===== src/rtl/execute_cycle_if.sv =====
// EX-stage bundle: ID/EX inputs, hazard-unit selects, branch redirect and EX/MEM outputs.
// The master side drives the E-side inputs; the slave side is the execute stage.
interface execute_cycle_if #(
  parameter int unsigned XLEN = 32,
  parameter int unsigned REGW = 5
);
  logic            RegWriteE;
  logic            ALUSrcE;
  logic            MemWriteE;
  logic            ResultSrcE;
  logic            BranchE;
  logic [2:0]      ALUControlE;
  logic [XLEN-1:0] RD1_E;
  logic [XLEN-1:0] RD2_E;
  logic [XLEN-1:0] Imm_Ext_E;
  logic [REGW-1:0] RD_E;
  logic [XLEN-1:0] PCE;
  logic [XLEN-1:0] PCPlus4E;
  logic [1:0]      ForwardAE;
  logic [1:0]      ForwardBE;
  logic [XLEN-1:0] ResultW;
  logic            StallM;
  logic            FlushM;

  logic            PCSrcE;
  logic [XLEN-1:0] PCTargetE;
  logic            RegWriteM;
  logic            MemWriteM;
  logic            ResultSrcM;
  logic [REGW-1:0] RD_M;
  logic [XLEN-1:0] ALUResultM;
  logic [XLEN-1:0] WriteDataM;
  logic [XLEN-1:0] PCPlus4M;

  modport master (
    output RegWriteE, ALUSrcE, MemWriteE, ResultSrcE, BranchE, ALUControlE,
    output RD1_E, RD2_E, Imm_Ext_E, RD_E, PCE, PCPlus4E,
    output ForwardAE, ForwardBE, ResultW, StallM, FlushM,
    input  PCSrcE, PCTargetE, RegWriteM, MemWriteM, ResultSrcM, RD_M,
    input  ALUResultM, WriteDataM, PCPlus4M
  );

  modport slave (
    input  RegWriteE, ALUSrcE, MemWriteE, ResultSrcE, BranchE, ALUControlE,
    input  RD1_E, RD2_E, Imm_Ext_E, RD_E, PCE, PCPlus4E,
    input  ForwardAE, ForwardBE, ResultW, StallM, FlushM,
    output PCSrcE, PCTargetE, RegWriteM, MemWriteM, ResultSrcM, RD_M,
    output ALUResultM, WriteDataM, PCPlus4M
  );
endinterface


===== src/rtl/execute_cycle.sv =====
// Execute stage: operand forwarding, ALU, beq resolution, branch target and the EX/MEM register.
// Branch redirect is combinational; the EX/MEM register resets asynchronously on rst low.
module execute_cycle #(
  parameter int unsigned XLEN = 32,
  parameter int unsigned REGW = 5
) (
  input  logic             clk,
  input  logic             rst,
  execute_cycle_if.slave   bus
);

  logic [XLEN-1:0] w_src_a;
  logic [XLEN-1:0] w_src_b_fwd;
  logic [XLEN-1:0] w_src_b;
  logic [XLEN-1:0] w_alu_result;
  logic            w_zero;

  logic            r_reg_write_m;
  logic            r_mem_write_m;
  logic            r_result_src_m;
  logic [REGW-1:0] r_rd_m;
  logic [XLEN-1:0] r_alu_result_m;
  logic [XLEN-1:0] r_write_data_m;
  logic [XLEN-1:0] r_pc_plus4_m;

  // Select 10 loops back the registered result so dependent ops need no bubble.
  always_comb begin
    case (bus.ForwardAE)
      2'b01:   w_src_a = bus.ResultW;
      2'b10:   w_src_a = r_alu_result_m;
      default: w_src_a = bus.RD1_E;
    endcase
  end

  always_comb begin
    case (bus.ForwardBE)
      2'b01:   w_src_b_fwd = bus.ResultW;
      2'b10:   w_src_b_fwd = r_alu_result_m;
      default: w_src_b_fwd = bus.RD2_E;
    endcase
  end

  assign w_src_b = bus.ALUSrcE ? bus.Imm_Ext_E : w_src_b_fwd;

  always_comb begin
    w_alu_result = '0;
    case (bus.ALUControlE)
      3'b000:  w_alu_result = w_src_a + w_src_b;
      3'b001:  w_alu_result = w_src_a - w_src_b;
      3'b010:  w_alu_result = w_src_a & w_src_b;
      3'b011:  w_alu_result = w_src_a | w_src_b;
      3'b101:  w_alu_result = {{(XLEN-1){1'b0}}, ($signed(w_src_a) < $signed(w_src_b))};
      default: w_alu_result = '0;
    endcase
  end

  assign w_zero        = (w_alu_result == '0);
  assign bus.PCSrcE    = bus.BranchE & w_zero;
  assign bus.PCTargetE = bus.PCE + bus.Imm_Ext_E;

  // Flush beats stall: a flushed slot turns into a bubble even while memory is held.
  always_ff @(posedge clk or negedge rst) begin
    if (!rst) begin
      r_reg_write_m  <= 1'b0;
      r_mem_write_m  <= 1'b0;
      r_result_src_m <= 1'b0;
      r_rd_m         <= '0;
      r_alu_result_m <= '0;
      r_write_data_m <= '0;
      r_pc_plus4_m   <= '0;
    end else if (bus.FlushM || !bus.StallM) begin
      r_reg_write_m  <= bus.FlushM ? 1'b0 : bus.RegWriteE;
      r_mem_write_m  <= bus.FlushM ? 1'b0 : bus.MemWriteE;
      r_result_src_m <= bus.FlushM ? 1'b0 : bus.ResultSrcE;
      r_rd_m         <= bus.RD_E;
      r_alu_result_m <= w_alu_result;
      r_write_data_m <= w_src_b_fwd;
      r_pc_plus4_m   <= bus.PCPlus4E;
    end
  end

  assign bus.RegWriteM  = r_reg_write_m;
  assign bus.MemWriteM  = r_mem_write_m;
  assign bus.ResultSrcM = r_result_src_m;
  assign bus.RD_M       = r_rd_m;
  assign bus.ALUResultM = r_alu_result_m;
  assign bus.WriteDataM = r_write_data_m;
  assign bus.PCPlus4M   = r_pc_plus4_m;

endmodule


===== src/flat_wrapper.sv =====
// flat-port wrapper written by rule: the top's interface ports become plain ports
module execute_cycle_flat 
#(
  parameter int unsigned XLEN = 32,
  parameter int unsigned REGW = 5
)
  (clk, rst, bus_RegWriteE, bus_ALUSrcE, bus_MemWriteE, bus_ResultSrcE, bus_BranchE, bus_ALUControlE, bus_RD1_E, bus_RD2_E, bus_Imm_Ext_E, bus_RD_E, bus_PCE, bus_PCPlus4E, bus_ForwardAE, bus_ForwardBE, bus_ResultW, bus_StallM, bus_FlushM, bus_PCSrcE, bus_PCTargetE, bus_RegWriteM, bus_MemWriteM, bus_ResultSrcM, bus_RD_M, bus_ALUResultM, bus_WriteDataM, bus_PCPlus4M);
  execute_cycle_if #(.XLEN(XLEN), .REGW(REGW)) bus_i ();
  input  logic clk;
  input  logic rst;
  input wire logic [$bits(bus_i.RegWriteE)-1:0] bus_RegWriteE;
  input wire logic [$bits(bus_i.ALUSrcE)-1:0] bus_ALUSrcE;
  input wire logic [$bits(bus_i.MemWriteE)-1:0] bus_MemWriteE;
  input wire logic [$bits(bus_i.ResultSrcE)-1:0] bus_ResultSrcE;
  input wire logic [$bits(bus_i.BranchE)-1:0] bus_BranchE;
  input wire logic [$bits(bus_i.ALUControlE)-1:0] bus_ALUControlE;
  input wire logic [$bits(bus_i.RD1_E)-1:0] bus_RD1_E;
  input wire logic [$bits(bus_i.RD2_E)-1:0] bus_RD2_E;
  input wire logic [$bits(bus_i.Imm_Ext_E)-1:0] bus_Imm_Ext_E;
  input wire logic [$bits(bus_i.RD_E)-1:0] bus_RD_E;
  input wire logic [$bits(bus_i.PCE)-1:0] bus_PCE;
  input wire logic [$bits(bus_i.PCPlus4E)-1:0] bus_PCPlus4E;
  input wire logic [$bits(bus_i.ForwardAE)-1:0] bus_ForwardAE;
  input wire logic [$bits(bus_i.ForwardBE)-1:0] bus_ForwardBE;
  input wire logic [$bits(bus_i.ResultW)-1:0] bus_ResultW;
  input wire logic [$bits(bus_i.StallM)-1:0] bus_StallM;
  input wire logic [$bits(bus_i.FlushM)-1:0] bus_FlushM;
  output wire logic [$bits(bus_i.PCSrcE)-1:0] bus_PCSrcE;
  output wire logic [$bits(bus_i.PCTargetE)-1:0] bus_PCTargetE;
  output wire logic [$bits(bus_i.RegWriteM)-1:0] bus_RegWriteM;
  output wire logic [$bits(bus_i.MemWriteM)-1:0] bus_MemWriteM;
  output wire logic [$bits(bus_i.ResultSrcM)-1:0] bus_ResultSrcM;
  output wire logic [$bits(bus_i.RD_M)-1:0] bus_RD_M;
  output wire logic [$bits(bus_i.ALUResultM)-1:0] bus_ALUResultM;
  output wire logic [$bits(bus_i.WriteDataM)-1:0] bus_WriteDataM;
  output wire logic [$bits(bus_i.PCPlus4M)-1:0] bus_PCPlus4M;
  assign bus_i.RegWriteE = bus_RegWriteE;
  assign bus_i.ALUSrcE = bus_ALUSrcE;
  assign bus_i.MemWriteE = bus_MemWriteE;
  assign bus_i.ResultSrcE = bus_ResultSrcE;
  assign bus_i.BranchE = bus_BranchE;
  assign bus_i.ALUControlE = bus_ALUControlE;
  assign bus_i.RD1_E = bus_RD1_E;
  assign bus_i.RD2_E = bus_RD2_E;
  assign bus_i.Imm_Ext_E = bus_Imm_Ext_E;
  assign bus_i.RD_E = bus_RD_E;
  assign bus_i.PCE = bus_PCE;
  assign bus_i.PCPlus4E = bus_PCPlus4E;
  assign bus_i.ForwardAE = bus_ForwardAE;
  assign bus_i.ForwardBE = bus_ForwardBE;
  assign bus_i.ResultW = bus_ResultW;
  assign bus_i.StallM = bus_StallM;
  assign bus_i.FlushM = bus_FlushM;
  assign bus_PCSrcE = bus_i.PCSrcE;
  assign bus_PCTargetE = bus_i.PCTargetE;
  assign bus_RegWriteM = bus_i.RegWriteM;
  assign bus_MemWriteM = bus_i.MemWriteM;
  assign bus_ResultSrcM = bus_i.ResultSrcM;
  assign bus_RD_M = bus_i.RD_M;
  assign bus_ALUResultM = bus_i.ALUResultM;
  assign bus_WriteDataM = bus_i.WriteDataM;
  assign bus_PCPlus4M = bus_i.PCPlus4M;
  execute_cycle #(.XLEN(XLEN), .REGW(REGW)) u_core (.clk(clk), .rst(rst), .bus(bus_i));
endmodule

===== config.mk =====
export PLATFORM = sky130hd
export DESIGN_NAME = execute_cycle_flat
export DESIGN_NICKNAME = d
export VERILOG_FILES = /design/src/rtl/execute_cycle_if.sv /design/src/rtl/execute_cycle.sv /design/src/flat_wrapper.sv
export SDC_FILE = /design/constraint.sdc
export NUM_CORES = 1
export LEC_CHECK = 0
export BUFFER_PORTS_ARGS = -buffer_cell sky130_fd_sc_hd__buf_2
export CAP_MARGIN = 0
export CELL_PAD_IN_SITES_DETAIL_PLACEMENT = 1
export CELL_PAD_IN_SITES_GLOBAL_PLACEMENT = 2
export CORE_MARGIN = 4
export CORE_UTILIZATION = 29
export DETAILED_ROUTE_END_ITERATION = 6
export HOLD_SLACK_MARGIN = 0.12
export PLACE_DENSITY_LB_ADDON = 0.1
export SETUP_SLACK_MARGIN = 0.15
export SLEW_MARGIN = 0
export SYNTH_ARGS = -nofsm -noshare
export SYNTH_HDL_FRONTEND = slang
export SYNTH_SLANG_ARGS = --single-unit

===== constraint.sdc =====
create_clock -name clk -period 8.73 [get_ports clk]
set_input_delay 1.3095 -clock clk [delete_from_list [all_inputs] [get_ports clk]]
set_output_delay 1.3095 -clock clk [all_outputs]
set_load 0.02 [all_outputs]

==> flow_summary.yaml, run 1 <==
worst_setup_path:
  crit_chain: "buf_2 -> inv_1 -> ha_2 -> buf_12 -> a21oi_1 -> o21a_2 -> inv_1 -> fa_1 -> or2_1 -> a221oi_4 -> buf_4 -> a211oi_1 -> mux2i_1 -> nand3_1 -> a2111o_1 -> or4_1 -> or4_4 -> or4_4 -> or4_1 -> nor4_4 -> buf_4"
  arrival_ns: 7.04
  worst_path_largest_cell_delay_ns: 0.57
  cp-end-kind: "primary output"
  path_buf_inv: 6
  required_ns: 7.42
  rr_worst_depth: 19
  reg2reg_to: "u_core.bus.ALUResultM[31]"
  crit_path_max_fanout: 20
  crit_type: "in -> out"
  slowest_stage: "or4_1"
  regToRegStartpoint: "u_core.bus.ALUResultM[4]"
  start_kind: "primary input"
  critPathTopFamily: "simple AND/OR/NAND/NOR gates"
  reg2reg_slack_ns: 3.51
global_routing:
  use_met1_pct: 30.3
  grt_overflow: 0
  busiest_layer: "met2"
  grt_pass1_wl_um: 83100
  met3_usage_pct: 3.11
  grt_usage_pct: 24.1
  grt_max_degree: 85
  antenna_found_initial: 3
  use_met2_pct: 43.2
  grt_pass1_vias: 13800
finish:
  fin_cells: 2489
  final_net_count: 2303
  drive_gt1_share_pct: 23.5
  syn2layout_area_growth_pct: 25.1
floorplanning:
  die_h_um: 208
  die_area_um2: 43400
  fp.coreArea_um2: 39700
  start_util_pct: 29.3
  io_pins: 350
  rows: 73
  die_w_um: 208
routing:
  drt-vias-per-instance: 5.31
  drt_iter0_markers: 908
  drtPass1Iterations: 5
  route.detailed.drc: 0
  vias: 13200
  post_drt_wl_per_cell_um: 21.7
  totalWireLength_um: 54100
  ant_nets: 0
sta:
  fmax_ghz: 0.120
  slew_viol_final: 0
  rsz0062_at_grt: "false"
  finalCritPeriodShare_pct: 95.6
  setup_viol: 0
  min_period_ns: 8.35
  maxSlewHeadroom_pct: 35.6
  tightest_slew_ns: 0.966
  finClkSkew_ns: 0.0244
  hold_viol: 0
synth:
  ys_ff_latch: 104
  syn_area_per_cell_um2: 7.12
  syn_nets: 1983
  yosys_warnings: 0
  synth_seq_area_share_pct: 22.3
  synth_ff_type: "dfrtp_1"
  synth_top_area_cell: "dfrtp_1"
  synth-edff-count: 0
  synth.top_cells.by_area: "dfrtp_1, ha_1, nand2_1"
  synth_common_cells: "nand2_1, nor2_1, o21ai_0, a21oi_1, ha_1"
  synth.distinct_cells: 77
  netlist_area_um2: 11600
  async_reset_ff_share_pct: 100
  yosysTopAreaCellShare_pct: 22.3
  syn_inst: 1636
  post-synth-top-count-cell: "nand2_1"
place:
  port_buffers: 349
  dpl.cell_count: 2470
  globalplace.congestion: 0.939
  hpwl_um: 43600
clock_network:
  cts_root_buf: "clkbuf_16"
  cts_htree_levels: 3
  clock_latency_ns: 0.41
  cts_tree: "built"
  ctsLongestPathBuffers: 2
  ctsHoldBuffers: 0
  clk_pin_slew_ns: 0.08
  clkSinkCount: 104
  cts_buffers: 9
  cts_setup_buffers: 0
worst_hold_path:
  hold_start: "u_core.bus.PCPlus4M[2]"
  hold_end: "u_core.bus.PCPlus4M[2]"
  holdPathStages: 2
  hp-class: "reg -> reg"
power_and_ir_drop:
  ir_drop_v: 0.000108
  power.density_nw_per_um2: 163
  total_power_mw: 2.37
  p_leak_nw: 7.13
status:
  status: "completed"
run:
  drv_cap: 0
## worst max-delay path by stage
stage | from | to | slack [ns] | cells after the start
3_5_place_dp | bus_ForwardBE[1] | bus_PCSrcE | -0.07 | 22
5_1_grt | bus_ForwardBE[1] | bus_PCSrcE | 0.16 | 23
2_1_floorplan | bus_ForwardBE[0] | bus_PCSrcE | 0.26 | 21
6_report | bus_ForwardBE[0] | bus_PCSrcE | 0.38 | 21
3_3_place_gp | bus_ForwardBE[1] | bus_PCSrcE | 0.06 | 22
4_1_cts | bus_ForwardBE[1] | bus_PCSrcE | 0.18 | 22
## flip-flops by register name (all words and copies together), names as in the netlist
name / count
u_core.bus.MemWriteM: 1
u_core.bus.PCPlus4M: 32
u_core.bus.ALUResultM: 32
u_core.bus.ResultSrcM: 1
u_core.bus.RegWriteM: 1
u_core.bus.RD_M: 5
u_core.bus.WriteDataM: 32
## layout by cell type, fill, tap and decap left out, drive strengths merged, types with 9 or more instances in the layout
master / instances
buf: 408
nand2: 287
nor2: 163
o21ai: 149
a21oi: 133
ha: 131
inv: 120
dfrtp: 104
a22oi: 65
xnor2: 34
nand3: 28
nor3: 28
a21o: 24
o211ai: 23
a211oi: 22
a31oi: 18
o21a: 16
nor2b: 15
o21bai: 13
mux2i: 13
o31ai: 10
nor4: 10
clkbuf: 10
o22ai: 9
nand2b: 9
## metal layers
metal,share of wire (%),vias to the layer above
met3,2.9,60
met5,0,-
met2,51,260
met4,2.6,0
met1,44,6501
li1,-,6405
## power by group
group	switching (mW)	leakage [nW]	internal, mW
logic	0.830	5.69	0.469
clock network	0.244	0.153	0.232
registers	0.0531	1.28	0.544
## layout make-up
class                   instances  area (µm²)
diodes                          3        7.51
clock buffers                  10         229
clock inverters                 6        81.3
fillers                      5066       25200
inverters                     115         432
multi-input cells            1318        8320
flip-flops and latches        104        2600
well taps                     525         657
repair buffers                408        2240
## metrics by stage
stage | instance area, µm² | setup TNS [ns] | hold slack, ns | utilization (%) | setup WS [ns]
6_report | 14600 | 0 | 0.469 | 36.7 | 0.383
5_1_grt | 14600 | 0 | 0.496 | 36.7 | 0.158
4_1_cts | 14500 | 0 | 0.470 | 36.5 | 0.176
3_5_place_dp | 14200 | -0.0715 | 0.450 | 35.6 | -0.0715
3_3_place_gp | 14200 | 0 | 0.444 | 35.6 | 0.0604
2_1_floorplan | 11600 | 0 | 0.583 | - | 0.257
## worst reg2reg max path, delay by kind of cell, from the launching register on
family          cells  cell delay (ns)
compound gates     13             3.53
fa+ha+maj           1             0.35
xor+xnor            1             0.17
buf+inv             2             0.36
flops               1             0.44
simple gates        1             0.06
mux                 1             0.26
## kinds of logic after synthesis
family                   Yosys count  share of synthesized area (%)
flip-flops                       104                           22.3
XOR/XNOR                          42                           3.16
AND/OR/NAND/NOR                  573                           20.7
AO/OA/AOI/OAI                    552                           30.6
buffers and inverters            214                           7.06
adder cells (fa/ha/maj)          134                           14.6
multiplexers                      17                           1.60
## what timing repair did
item	CTS	global route
gates resized for setup	3	27
setup endpoints to repair	1	1
pin swaps	1	0
No activity file was read; power rests on OpenSTA's default activity.
==> inputs of run 2 (changes only) <==
--- a/config.mk
+++ b/config.mk
@@ -5,7 +5,7 @@
 export SDC_FILE = /design/constraint.sdc
 export NUM_CORES = 1
 export LEC_CHECK = 0
-export BUFFER_PORTS_ARGS = -buffer_cell sky130_fd_sc_hd__buf_2
+export BUFFER_PORTS_ARGS = -buffer_cell sky130_fd_sc_hd__buf_4
 export CAP_MARGIN = 0
 export CELL_PAD_IN_SITES_DETAIL_PLACEMENT = 1
 export CELL_PAD_IN_SITES_GLOBAL_PLACEMENT = 2
==> run 2 against run 1 <==
- highest routed layer unchanged
- first-iteration DRC count is 18% lower
- final cell count stayed put
- clock-buffer cell count stayed put
- largest cell class unchanged
==> flow_summary.yaml, run 2 (same netlist as run 1, synthesis figures left out) <==
status:
  status: "completed"
floorplanning:
  fp.coreArea_um2: 39700
  rows: 73
  start_util_pct: 29.3
  die_h_um: 208
  die_w_um: 208
  die_area_um2: 43400
  io_pins: 350
sta:
  finalCritPeriodShare_pct: 95.1
  worst_slack_ns: 0.424
  hold_viol: 0
  tightest_slew_ns: 1.13
  worst_hold_slack_ns: 0.472
  maxSlewHeadroom_pct: 24.7
  fmax_ghz: 0.120
  setup_tns_ns: 0
  finClkSkew_ns: 0.0261
  slew_viol_final: 0
  min_period_ns: 8.31
  rsz0062_at_grt: "false"
  setup_viol: 0
worst_setup_path:
  worst_path_largest_cell_delay_ns: 0.57
  start_kind: "primary input"
  cpMostUsedCell: "buf_4"
  required_ns: 7.42
  arrival_ns: 7.00
  crit_path_max_fanout: 8
  slowest_stage: "or4_4"
  crit_type: "in -> out"
  cp-end-kind: "primary output"
  path_buf_inv: 7
  critPathTopFamily: "simple AND/OR/NAND/NOR gates"
finish:
  fill_cells: 5062
  multi_input_area_um2: 8340
  seq_area_um2: 2600
  drive_gt1_share_pct: 24.0
  final_common_cell: "buf_4"
  fin_cells: 2489
  final_core_util_pct: 38.9
  final_net_count: 2305
  design_area_um2: 15400
  final_cell_mix: "buf_4, nand2_1, nor2_1"
  syn2layout_area_growth_pct: 32.6
clock_network:
  cts_root_buf: "clkbuf_16"
  cts_htree_levels: 3
  clk_pin_slew_ns: 0.08
  clkSinkCount: 104
  cts_buffers: 9
  cts_tree: "built"
  ctsLongestPathBuffers: 2
  clock_latency_ns: 0.41
routing:
  drt_iter0_markers: 742
  drt-vias-per-instance: 5.35
  vias: 13300
  drtPass1Iterations: 5
  ant_nets: 0
  route.detailed.drc: 0
  post_drt_wl_per_cell_um: 22.0
  totalWireLength_um: 54700
place:
  dpl.cell_count: 2470
  globalplace.congestion: 0.945
  hpwl_um: 44100
  pre_cts_slack_ns: 0.0832
  port_buffers: 349
  dpl_cell_area_um2: 15000
worst_hold_path:
  hp-class: "reg -> reg"
global_routing:
  grt_overflow: 0
  use_met1_pct: 30.7
  grt_max_degree: 71
  grt_usage_pct: 24.3
  met3_usage_pct: 2.52
  antenna_found_initial: 1
  busiest_layer: "met2"
  use_met2_pct: 44.0
  grt_pass1_wl_um: 83300
  grt_pass1_vias: 13700
power_and_ir_drop:
  total_power_mw: 2.46
  power.density_nw_per_um2: 159
  p_leak_nw: 7.40
  ir_drop_v: 0.0000931
run:
  drv_cap: 0
-- run 2: cell count changes in the layout (fill, tap and decap cells not counted), sizes merged --
cell / change
buf: +2
diode: -2
-- run 2: routing by layer --
metal / share of wire [%] / vias up / wire (µm)
li1: - / 6413 / -
met1: 44 / 6590 / 24000
met2: 51 / 269 / 27900
met3: 2.8 / 55 / 1530
met4: 2.4 / 0 / 1320
met5: 0 / - / 0
-- run 2: final timing paths --
kind | start | to | slack [ns] | cells past startpoint
setup / recovery | bus_ForwardBE[1] | bus_PCSrcE | 0.42 | 25
hold / removal | u_core.bus.PCPlus4M[9] | u_core.bus.PCPlus4M[9] | 0.47 | 2
setup reg to reg | u_core.bus.ALUResultM[6] | u_core.bus.ALUResultM[31] | 3.85 | 17
hold reg to reg | u_core.bus.PCPlus4M[9] | u_core.bus.PCPlus4M[9] | 0.47 | 2
max in group asynchronous | rst | u_core.bus.RD_M[4] | 6.44 | 2
min in group asynchronous | rst | u_core.bus.WriteDataM[13] | 0.96 | 1
-- run 2: area by class of cell --
| class | count | share of cell area, % |
|---|---|---|
| Multi-Input combinational cell | 1318 | 54.0 |
| Timing Repair Buffer | 410 | 20.1 |
| Sequential cell | 104 | 16.9 |
| Tap cell | 525 | 4.25 |
| Inverter | 115 | 2.80 |
| Clock buffer | 10 | 1.48 |
| Clock inverter | 6 | 0.527 |
| Antenna cell | 1 | 0.0162 |
-- run 2: repair_timing --
action                                  4_1_cts  5_1_grt
endpoints found under the setup margin        1        1
pin swaps                                     1        3
hold buffers                                  0        0
setup buffers                                 1        1
gates resized for setup                      13       32
-- run 2: tightest hold or removal path: stages, from the launching register on --
cell and delay [ns]:
dfrtp_1 0.35, nand2_1 0.05, nand2_1 0.05
-- run 2: power breakdown --
part / total [mW] / switching, mW / internal, mW
clock network: 0.476 / 0.244 / 0.232
logic: 1.39 / 0.837 / 0.548
registers: 0.600 / 0.0561 / 0.544
total: 2.46 / 1.14 / 1.32
==> inputs of run 3 (changes only) <==
--- a/config.mk
+++ b/config.mk
@@ -10,8 +10,10 @@
 export CELL_PAD_IN_SITES_DETAIL_PLACEMENT = 1
 export CELL_PAD_IN_SITES_GLOBAL_PLACEMENT = 2
 export CORE_MARGIN = 4
-export CORE_UTILIZATION = 29
+export CORE_UTILIZATION = 26
+export CTS_BUF_LIST = sky130_fd_sc_hd__clkbuf_16
 export DETAILED_ROUTE_END_ITERATION = 6
+export GPL_TIMING_DRIVEN = 0
 export HOLD_SLACK_MARGIN = 0.12
 export PLACE_DENSITY_LB_ADDON = 0.1
 export SETUP_SLACK_MARGIN = 0.15
==> constraint.sdc (replaced) <==
create_clock -name clk -period 7.35 [get_ports clk]
set_input_delay 1.1025 -clock clk [delete_from_list [all_inputs] [get_ports clk]]
set_output_delay 1.1025 -clock clk [all_outputs]
set_load 0.02 [all_outputs]
==> run 3 against run 2 <==
- the flow now finishes with violations (negative setup slack)
- non-clock buffer count grew 59
- final cell count grew 5.0%
- routed wire length up 16%
- register-to-register slack worse by 1.1 ns
- sequential share of layout area is 0.76 points lower
- setup slack worse by 0.94 ns
- clock power grew 16%
- final area increased by 4.7%
- clock skew decreased by 0.0088 ns
- clock-buffer cell count decreased by 1
- combinational power grew 27%
- critical path type unchanged
- largest cell class unchanged
- highest routed layer unchanged
==> flow_summary.yaml, run 3 (same netlist as run 1, synthesis figures left out) <==
status:
  status: "finished, violations left"
  violations: "negative setup slack"
clock_network:
  cts_buffers: 9
  cts_htree_levels: 3
  clock_latency_ns: 0.41
  clkSinkCount: 104
  cts_tree: "built"
  ctsHoldBuffers: 0
  ctsLongestPathBuffers: 2
  clk_pin_slew_ns: 0.08
  cts_root_buf: "clkbuf_16"
floorplanning:
  die_w_um: 220
  die_h_um: 220
  io_pins: 350
  start_util_pct: 26.3
  rows: 77
  die_area_um2: 48200
  fp.coreArea_um2: 44200
worst_setup_path:
  arrival_ns: 6.76
  crit_chain: "buf_4 -> inv_1 -> ha_4 -> buf_12 -> clkbuf_8 -> buf_4 -> nor2_1 -> a21oi_2 -> o21ai_2 -> ha_4 -> buf_4 -> nor4_2 -> inv_1 -> a31oi_2 -> nor2_1 -> mux2_2 -> o22ai_1 -> a2111o_1 -> or4_4 -> or4_4 -> or4_1 -> or4_4 -> nor4_4 -> buf_4"
  crit_type: "in -> out"
  cp-end-kind: "primary output"
  worst_path_largest_cell_delay_ns: 0.54
  path_buf_inv: 8
  required_ns: 6.25
  slowest_stage: "or4_1"
  cpMostUsedCell: "buf_4"
  start_kind: "primary input"
  critPathTopFamily: "simple AND/OR/NAND/NOR gates"
  crit_path_max_fanout: 10
sta:
  slew_viol_final: 0
  setup_tns_ns: -0.511
  tightest_slew_ns: 1.22
  setup_viol: 1
  worst_slack_ns: -0.511
  fmax_ghz: 0.127
  finalCritPeriodShare_pct: 107
  rsz0062_at_grt: "true"
  maxSlewHeadroom_pct: 18.5
  hold_viol: 0
  min_period_ns: 7.86
  finClkSkew_ns: 0.0173
worst_hold_path:
  hp-class: "reg -> reg"
routing:
  drtPass1Iterations: 5
  route.detailed.drc: 0
  ant_nets: 0
  post_drt_wl_per_cell_um: 24.3
  drt_iter0_markers: 722
  totalWireLength_um: 63600
  drt-vias-per-instance: 5.24
  vias: 13700
place:
  globalplace.congestion: 0.911
  port_buffers: 347
  hpwl_um: 50800
  dpl_cell_area_um2: 15100
global_routing:
  grt_overflow: 0
  grt_pass1_wl_um: 92500
  grt_max_degree: 76
  grt_usage_pct: 25.6
  antenna_found_initial: 0
  grt_pass1_vias: 14300
finish:
  syn2layout_area_growth_pct: 38.9
  final_common_cell: "buf_4"
  antenna_cells: 0
  design_area_um2: 16200
  final_net_count: 2364
  final_cell_mix: "buf_4, nand2_1, nor2_1"
  drive_gt1_share_pct: 25.3
run:
  drv_cap: 0
power_and_ir_drop:
  ir_drop_v: 0.000125
  power.density_nw_per_um2: 187
  p_leak_nw: 7.56
## run 3: changes by cell type in the layout (fill, tap and decap cells not counted), moves of 6 or more
cell      before  now
buf_2          0    8
buf_4        405  367
clkbuf_1       1   51
clkbuf_2       0   13
clkbuf_4       0    7
clkbuf_8       0    7
ha_4           1    8
o21ai_0      132  126
o21ai_2        2    9
## run 3: final timing paths
kind | cells after the start | endpoint | slack (ns) | start
worst max-delay path | 24 | bus_PCSrcE | -0.51 | bus_ForwardBE[0]
worst min-delay path | 2 | u_core.bus.PCPlus4M[30] | 0.48 | u_core.bus.PCPlus4M[30]
worst max register to register | 19 | u_core.bus.ALUResultM[30] | 2.74 | u_core.bus.ALUResultM[0]
worst min register to register | 2 | u_core.bus.PCPlus4M[30] | 0.48 | u_core.bus.PCPlus4M[30]
max in group asynchronous | 2 | u_core.bus.WriteDataM[4] | 5.99 | rst
min in group asynchronous | 1 | u_core.bus.WriteDataM[12] | 0.57 | rst
## run 3: worst min-delay path, cell delays in order (launching register included)
cell	delay [ns]
dfrtp_1	0.35
nand2_1	0.05
nand2_1	0.05
## run 3: per-layer routing
metal / up-vias / part of all wire (%) / track usage (%)
met5: - / 0 / 0
met1: 6788 / 44 / 33.1
met2: 337 / 49 / 44.5
met4: 0 / 2.3 / 6.70
met3: 58 / 4.2 / 3.83
li1: 6525 / - / -
## run 3: layout make-up
type | instances | area [µm²]
Inverter | 115 | 432
Clock buffer | 9 | 225
Multi-Input combinational cell | 1318 | 8660
Clock inverter | 7 | 86.3
Timing Repair Buffer | 370 | 2820
Tap cell | 592 | 741
Sequential cell | 104 | 2600
Buffer | 99 | 602
Fill cell | 5448 | 28000
## run 3: per-stage QoR
| stage | hold WS (ns) | util, % | instances | power [mW] | worst slack, ns |
|---|---|---|---|---|---|
| after floorplan | 0.583 | - | 1636 | 1.68 | 0.152 |
| after global placement | 0.452 | 34.1 | 2575 | 2.34 | -1.82 |
| after detailed placement | 0.460 | 34.2 | 2576 | 2.36 | -1.77 |
| after CTS | 0.481 | 36.2 | 2609 | 3.00 | -0.512 |
| after global routing | 0.505 | 36.6 | 2614 | 3.21 | -0.680 |
| final | 0.477 | 36.6 | 2614 | 3.02 | -0.511 |
## run 3: what timing repair did
item | in CTS | in global routing
pin swaps | 20 | 6
buffers inserted | 16 | 5
setup endpoints to repair | 1 | 1
resized for setup | 119 | 39
hold endpoints to repair | 0 | 0
cloned | 1 | 0
## run 3: power breakdown
part	leakage, nW	switching [mW]	total (mW)	internal [mW]
Combinational	6.12	1.07	1.76	0.684
Sequential	1.28	0.0682	0.715	0.647
Clock	0.150	0.305	0.550	0.244
